[src/rtl/uart_pkg.sv]
// rtl/uart_pkg.sv - shared UART frame constants, state encoding and parity helper
// Purpose: one home for the frame format so transmitter and receiver agree on it.
// Contents: state constants, uart_tx_state_t, UART_DATA_BITS, UART_FRAME_BITS,
//           even_parity().
package uart_pkg;

   // Raw codes kept as plain constants so older code comparing against
   // numeric state values keeps working; the enum is built on top of them.
   localparam logic [2:0] ST_IDLE   = 3'd0;
   localparam logic [2:0] ST_START  = 3'd1;
   localparam logic [2:0] ST_DATA   = 3'd2;
   localparam logic [2:0] ST_PARITY = 3'd3;
   localparam logic [2:0] ST_STOP   = 3'd4;

   typedef enum logic [2:0] {
      IDLE   = ST_IDLE,
      START  = ST_START,
      DATA   = ST_DATA,
      PARITY = ST_PARITY,
      STOP   = ST_STOP
   } uart_tx_state_t;

   localparam int UART_DATA_BITS  = 8;
   localparam int UART_FRAME_BITS = 11;

   // Even parity: the parity bit makes the total count of ones even.
   function automatic logic even_parity(input logic [7:0] data);
      return ^data;
   endfunction

endpackage

[src/rtl/uart_baud_gen.sv]
// rtl/uart_baud_gen.sv - bit-period counter producing a tick on the last cycle of each bit
// Purpose: counts 0..CYCLES_PER_BIT-1 and flags the final cycle of every line bit.
// Ports:
//   clk    in  clock
//   rst    in  asynchronous active-high reset
//   clear  in  hold the counter at 0 (next bit starts counting from 0)
//   tick   out high on the last cycle of the current bit
module uart_baud_gen #(
   parameter int CYCLES_PER_BIT = 5208
) (
   input  logic clk,
   input  logic rst,
   input  logic clear,
   output logic tick
);

   localparam int CNT_W = (CYCLES_PER_BIT > 1) ? $clog2(CYCLES_PER_BIT) : 1;
   localparam logic [CNT_W-1:0] LAST = CNT_W'(CYCLES_PER_BIT - 1);

   logic [CNT_W-1:0] cnt;

   always_ff @(posedge clk or posedge rst) begin
      if (rst) begin
         cnt <= '0;
      end else if (clear || tick) begin
         cnt <= '0;
      end else begin
         cnt <= cnt + 1'b1;
      end
   end

   assign tick = (cnt == LAST);

endmodule

[src/rtl/uart_transmitter.sv]
// rtl/uart_transmitter.sv - UART transmitter: start, 8 data bits LSB first, even parity, stop
// Purpose: accepts one byte per valid/ready handshake and serialises it onto tx.
// Ports:
//   clk       in   clock
//   rst       in   asynchronous active-high reset
//   enable    in   0 aborts any frame, holds the line idle, refuses data
//   tx_data   in   byte to send, sampled on accept
//   tx_valid  in   upstream offers tx_data
//   tx_ready  out  block can accept (accept = tx_valid & tx_ready at posedge)
//   tx        out  registered serial line, idle high
//   busy      out  frame in progress
//   done      out  one-cycle pulse on the last cycle of the stop bit
module uart_transmitter
   import uart_pkg::*;
#(
   parameter int CLOCK_FREQ     = 50000000,
   parameter int BAUD_RATE      = 9600,
   parameter int CYCLES_PER_BIT = CLOCK_FREQ / BAUD_RATE
) (
   input  logic       clk,
   input  logic       rst,
   input  logic       enable,
   input  logic [7:0] tx_data,
   input  logic       tx_valid,
   output logic       tx_ready,
   output logic       tx,
   output logic       busy,
   output logic       done
);

   localparam logic [2:0] LAST_BIT = 3'(UART_DATA_BITS - 1);

   uart_tx_state_t              state;
   logic [UART_DATA_BITS:0]     shift;   // {parity, data}; bit 0 is on the line in DATA
   logic [2:0]                  bit_cnt;
   logic                        tick;
   logic                        baud_clear;
   logic                        accept;

   // Counter sits at 0 while idle or disabled, so every state entry starts a
   // fresh bit; inside a frame it wraps on its own at each tick.
   assign baud_clear = (state == IDLE) || !enable;

   uart_baud_gen #(
      .CYCLES_PER_BIT (CYCLES_PER_BIT)
   ) u_baud_gen (
      .clk   (clk),
      .rst   (rst),
      .clear (baud_clear),
      .tick  (tick)
   );

   assign tx_ready = enable && (state == IDLE);
   assign accept   = tx_valid && tx_ready;
   assign busy     = (state != IDLE);
   assign done     = (state == STOP) && tick && enable;

   // tx is loaded with the value of the bit being entered, so the line
   // changes on the same edge as the state and never glitches.
   always_ff @(posedge clk or posedge rst) begin
      if (rst) begin
         state   <= IDLE;
         tx      <= 1'b1;
         shift   <= '0;
         bit_cnt <= '0;
      end else if (!enable) begin
         state   <= IDLE;
         tx      <= 1'b1;
         bit_cnt <= '0;
      end else begin
         case (state)
            IDLE: begin
               tx <= 1'b1;
               if (accept) begin
                  shift <= {even_parity(tx_data), tx_data};
                  state <= START;
                  tx    <= 1'b0;
               end
            end
            START: begin
               if (tick) begin
                  state   <= DATA;
                  bit_cnt <= '0;
                  tx      <= shift[0];
               end
            end
            DATA: begin
               if (tick) begin
                  // shift[1] is the next data bit, or the parity bit after bit 7
                  shift   <= {1'b0, shift[UART_DATA_BITS:1]};
                  tx      <= shift[1];
                  bit_cnt <= bit_cnt + 3'd1;
                  if (bit_cnt == LAST_BIT) begin
                     state <= PARITY;
                  end
               end
            end
            PARITY: begin
               if (tick) begin
                  state <= STOP;
                  tx    <= 1'b1;
               end
            end
            STOP: begin
               if (tick) begin
                  state <= IDLE;
                  tx    <= 1'b1;
               end
            end
            default: begin
               state <= IDLE;
               tx    <= 1'b1;
            end
         endcase
      end
   end

endmodule

[config.mk]
export PLATFORM = sky130hd
export DESIGN_NAME = uart_transmitter
export DESIGN_NICKNAME = d
export VERILOG_FILES = /design/src/rtl/uart_pkg.sv /design/src/rtl/uart_baud_gen.sv /design/src/rtl/uart_transmitter.sv
export SDC_FILE = /design/constraint.sdc
export NUM_CORES = 1
export LEC_CHECK = 0
export ABC_AREA = 1
export CAP_MARGIN = 20
export CORE_MARGIN = 3
export CORE_UTILIZATION = 45
export DETAILED_ROUTE_END_ITERATION = 12
export PLACE_DENSITY = 0.69
export SYNTH_ARGS = -nofsm -noshare
export SYNTH_HDL_FRONTEND = slang
export SYNTH_SLANG_ARGS = --single-unit
[constraint.sdc]
create_clock -name clk -period 1.9 [get_ports clk]
set_clock_uncertainty 0.2 [all_clocks]
set_input_delay 0.38 -clock clk [delete_from_list [all_inputs] [get_ports clk]]
set_output_delay 0.38 -clock clk [all_outputs]
set_load 0.05 [all_outputs]
# == Yosys cells after proc, flatten, opt, wreduce, memory -nomap -nowiden ==
# Index checks and enable logic that the tools add are counted.
# classes
add_sub_neg,2
reduce_logical,16
muxes,21
n_eq_ne,16
# ops
op,count
$mux 3,9
$mux 9,2
$ne 3x3->1 const B,6
$pmux 9 s2,1
$pmux 3 s5,1
$add 13x1->13 const B,1
$eq 13x13->1 const B,1
$mux 13,1
$reduce_xor 8->1,1
$eq 3x2->1 const B,2
$eq 3x3->1 const B,2
$pmux 3 s2,1
$reduce_and 3->1,2
$reduce_and 6->1,1
$mux 1,5
$logic_and 1x1->1,4
$ne 2x2->1 const B,2
$pmux 1 s4,1
$reduce_and 4->1,1
$add 3x1->3 const B,1
$eq 3x1->1 const B,1
$logic_not 3->1,1
$ne 3x1->1 const B,1
$ne 3x2->1 const B,1
5 further kinds,6
# totals
ff_bits,29
word_cells,60
in_bits,12

# == Longest topological paths before layout ==
# logic_depth
depth_word,6
mapped_depth,9
ltp_nobuf,9

# == Hierarchy ==
# From an unflattened synthesis, not the netlist that was laid out.
# unflattened
cells_unflattened,266
hier_area_um2,1931.9
# modules_own_cells
mod,area_each_um2,cells_each,instances
uart_transmitter,1161.1,167,1
uart_baud_gen,770.7,99,1

# == Worst setup path after synthesis ==
# Ideal clock, no wire load.
# synth_timing
path_kind,register -> output
from,register u_baud_gen.cnt[0]
to,output port done
arrival_time_ns,1.945
path_slack_ns,-0.625
stages_incl_launch_ff,6
required_ns,1.320
cell_sequence,dfrtp_1 -> ha_1 -> nand2_2 -> nor2_2 -> nand3_2 -> nor3_1
# synth_via
elab_chain_len,3
# synth_lines
item,line_no,rtl
from (decl),uart_baud_gen.sv:20,logic [CNT_W-1:0] cnt;
from (signal assigned),uart_baud_gen.sv:28,cnt <= cnt + 1'b1;
$eq 13x13->1,uart_baud_gen.sv:32,assign tick = (cnt == LAST);
$logic_and 1x1->1 (2 in a row),uart_transmitter.sv:56,assign done = (state == STOP) && tick && enable;
to (decl),uart_transmitter.sv:28,output logic done
# No other way between the ends.

# == Worst setup path in the final report ==
# layout_timing
from,register u_baud_gen.cnt[1]
to,output port done
# The elaborated chain is that of the path after synthesis.

==> summary.txt <==
Floorplanning
  – Row cnt: 23
  – I/O pin cnt: 16
  – Die Area: 5060 um^2
  – Overall die height: 71.1 um
  – Die Wd: 71.1 um
  – Starting Density: 47.0%
  – Core Region: 4060 um^2

Cells and area
  – Synth-to-layout area growth: 30.8%
  – Diodes inserted: 0
  – Share of cells above drive strength 1: 19.8%
  – Fillers: 375
  – Nets: 343

Synthesis
  – Ranking of synthesized cells by area: dfrtp_1 (37%), nand2_1 (21%), inv_1 (7.1%)
  – Post-synth EDFFs: 0
  – Syn Std Cell Area: 1910 um^2
  – Seq/Total Area, Yosys: 38.1%
  – Cell count after synthesis: 287
  – Yosys cell types: 24
  – Most used DFF post-synth: dfrtp_1
  – Top cell type's share of synthesized area: 36.7%
  – Commonest cells post-synth: nand2_1 (105), inv_1 (36), nor2_1 (33)
  – Yosys top cell by area: dfrtp_1
  – Mapped Nets: 302
  – Synth Register Bits: 29
  – Syn. warnings: 0
  – Syn avg cell area: 6.65 um^2
  – Synth async-reset ratio: 100%
  – Most frequent cell after synthesis: nand2_1

Pwr
  – Pwr Density: 997 nW/um^2
  – Overall power: 2.49 mW
  – Peak supply drop: 0.444 mV
  – P_leak: 1.32 nW

Detailed routing
  – Drt drc: 0
  – Final wirelength: 4270 um
  – Detailed Routing Iterations Pass 1: 4
  – Final ANT Viol Nets: 0
  – Wire per inst: 11.3 um
  – Vias: 1866
  – Vias per cell: 4.92
  – Initial DRC count: 155

Run status
  – Outcome: finished, violations left
  – Failing checks: setup timing

Clock network
  – Clk_lat worst skew: 0.29 ns
  – Clk sink count: 29
  – CTS hold repair buffers: 0
  – Reg clk slew, reported paths: 0.07 ns
  – TritonCTS buffer count: 5
  – CTS tree: yes
  – CTS max path bufs: 2
  – H-tree depth: 2
  – Clk root buf: clkbuf_8

Placed design
  – Port Buf Inserts: 15
  – Final Wtd Congestion: 0.891
  – Dpl ws: -0.0667 ns
  – Detailed placement HPWL: 3070 um

Global routing
  – Largest net degree at the start of global routing: 14
  – First-pass GRT wire length: 7590 um
  – GRT Overall Usage: 18.8%
  – Initial antenna violation count: 0
  – GRT overflow: 0
  – Vias in the first global route: 1821

STA
  – Setup ws final: -0.106 ns
  – Worst slew margin: 74.2%
  – Post-route minimum period: 2.01 ns
  – Final Hold Viols: 0
  – Hold WS: 0.166 ns
  – RSZ-0062 raised after global routing: yes
  – Setup-failing EPs final: 1
  – Worst slew pin tran: 0.387 ns
  – Fin crit share: 106%
  – Pins over their slew limit: 0
  – Fmax: 499 MHz

Critical path
  – CP arrival: 1.43 ns
  – Crit Path Category: flop to output pin
  – Top fanout value on the critical path: 2
  – RR Endpoint: shift[2]
  – Slowest CP cell: dfrtp_1
  – Worst-path cell chain: ha_4, nand2_4, nor2_4, nand3_4, nor3_4, buf_12
  – FF-to-FF Start: u_baud_gen.cnt[1]
  – Req. time, crit path: 1.32 ns
  – Delay of the slowest critical-path stage: 0.40 ns
  – Kind of end point of the critical path: output pin
  – Reg2Reg Setup Slack: 0.15 ns
  – CP startpoint kind: flop
  – R2R depth: 9

Worst hold path
  – Hold Path Class: input pin to async pin

Job
  – Max-Cap Viols: 0
-- worst max-delay path: cells and delay by family (launching register included) --
kind / cells / cell delay [ns]
and+or+nand+nor: 4 / 0.41
DFF: 1 / 0.40
buffers and inverters: 1 / 0.16
adders and majority gates: 1 / 0.17
-- area by class of cell --
| class | instances | area, um^2 | share of cell area [%] |
|---|---|---|---|
| clock buffer | 7 | 96.3 | 3.86 |
| clock inverter | 1 | 5.00 | 0.201 |
| inverter | 40 | 153 | 6.12 |
| multi-input combinational | 212 | 1070 | 42.8 |
| sequential | 29 | 729 | 29.2 |
| tap | 50 | 62.6 | 2.51 |
| timing repair buffer | 40 | 380 | 15.2 |
-- layout by cell type, fill, tap and decap left out --
cell	instances
dfrtp_2	2
xnor2_1	1
dfrtp_1	26
nand4_4	1
buf_12	4
ha_4	1
nor2_1	31
clkdlybuf4s50_1	10
inv_4	1
o21ai_0	8
nor2_2	2
inv_2	6
inv_1	33
clkbuf_8	7
nand4_1	15
xor2_1	4
nand2_2	3
nor3_4	1
dfstp_2	1
ha_1	2
nand3_4	1
nand2_4	4
clkinv_2	1
nand2_1	103
buf_4	25
nor3_1	5
dlymetal6s2s_1	1
nor2_4	5
nand3_1	25
-- state kept, by name (all words and copies together) (netlist names) --
name,cells
bit_cnt,3
shift,9
state,3
tx,1
u_baud_gen.cnt,13
-- per-layer routing --
| metal | part of all wire (%) | up-vias | GRT usage (%) |
|---|---|---|---|
| li1 | - | 980 | - |
| met3 | 4.1 | 12 | 3.27 |
| met2 | 45 | 43 | 28.8 |
| met4 | 2.0 | 0 | 10.0 |
| met1 | 49 | 831 | 25.2 |
| met5 | 0 | - | 0 |
-- timing repair --
action | in CTS | in global routing
pin swaps | 2 | 3
setup endpoints to repair | 2 | 9
gates resized for setup | 4 | 13
buffers inserted | 4 | 4
hold endpoints to repair | 0 | 0
-- logic make-up (layout without fill, tap and decap cells) --
kind of cell             after synthesis  count (layout)  share of synthesized area [%]
AND/OR/NAND/NOR                      196             196                           45.4
buffers and inverters                 46              88                           10.1
flip-flops                            29              29                           38.1
AO/OA/AOI/OAI                          8               8                           2.10
XOR/XNOR                               5               5                           2.29
adder cells (fa/ha/maj)                3               3                           1.97
-- how the worst max path moves through the flow --
stage | end | startpoint | cells past startpoint | slack, ns
final | done | u_baud_gen.cnt[1] | 6 | -0.11
after floorplan | done | u_baud_gen.cnt[0] | 5 | -0.01
after global routing | done | u_baud_gen.cnt[1] | 6 | -0.18
after global placement | tx_ready | enable | 5 | -0.06
after CTS | done | u_baud_gen.cnt[1] | 6 | -0.17
after detailed placement | done | enable | 4 | -0.07
-- power by group --
group          total (mW)  switching, mW  internal [mW]
clock network       0.581          0.254          0.327
logic                1.04          0.645          0.392
registers           0.869          0.110          0.759
total                2.49           1.01           1.48
-- through the flow --
step	util [%]	instances	setup TNS (ns)	area, um^2
2_1_floorplan	-	287	-0.0139	1930
6_report	61.5	379	-0.106	2490
5_1_grt	61.5	379	-0.187	2490
4_1_cts	59.7	375	-0.232	2420
3_3_place_gp	55.9	363	-0.145	2270
3_5_place_dp	55.9	363	-0.243	2270
Power figures use the tool's default switching activity.
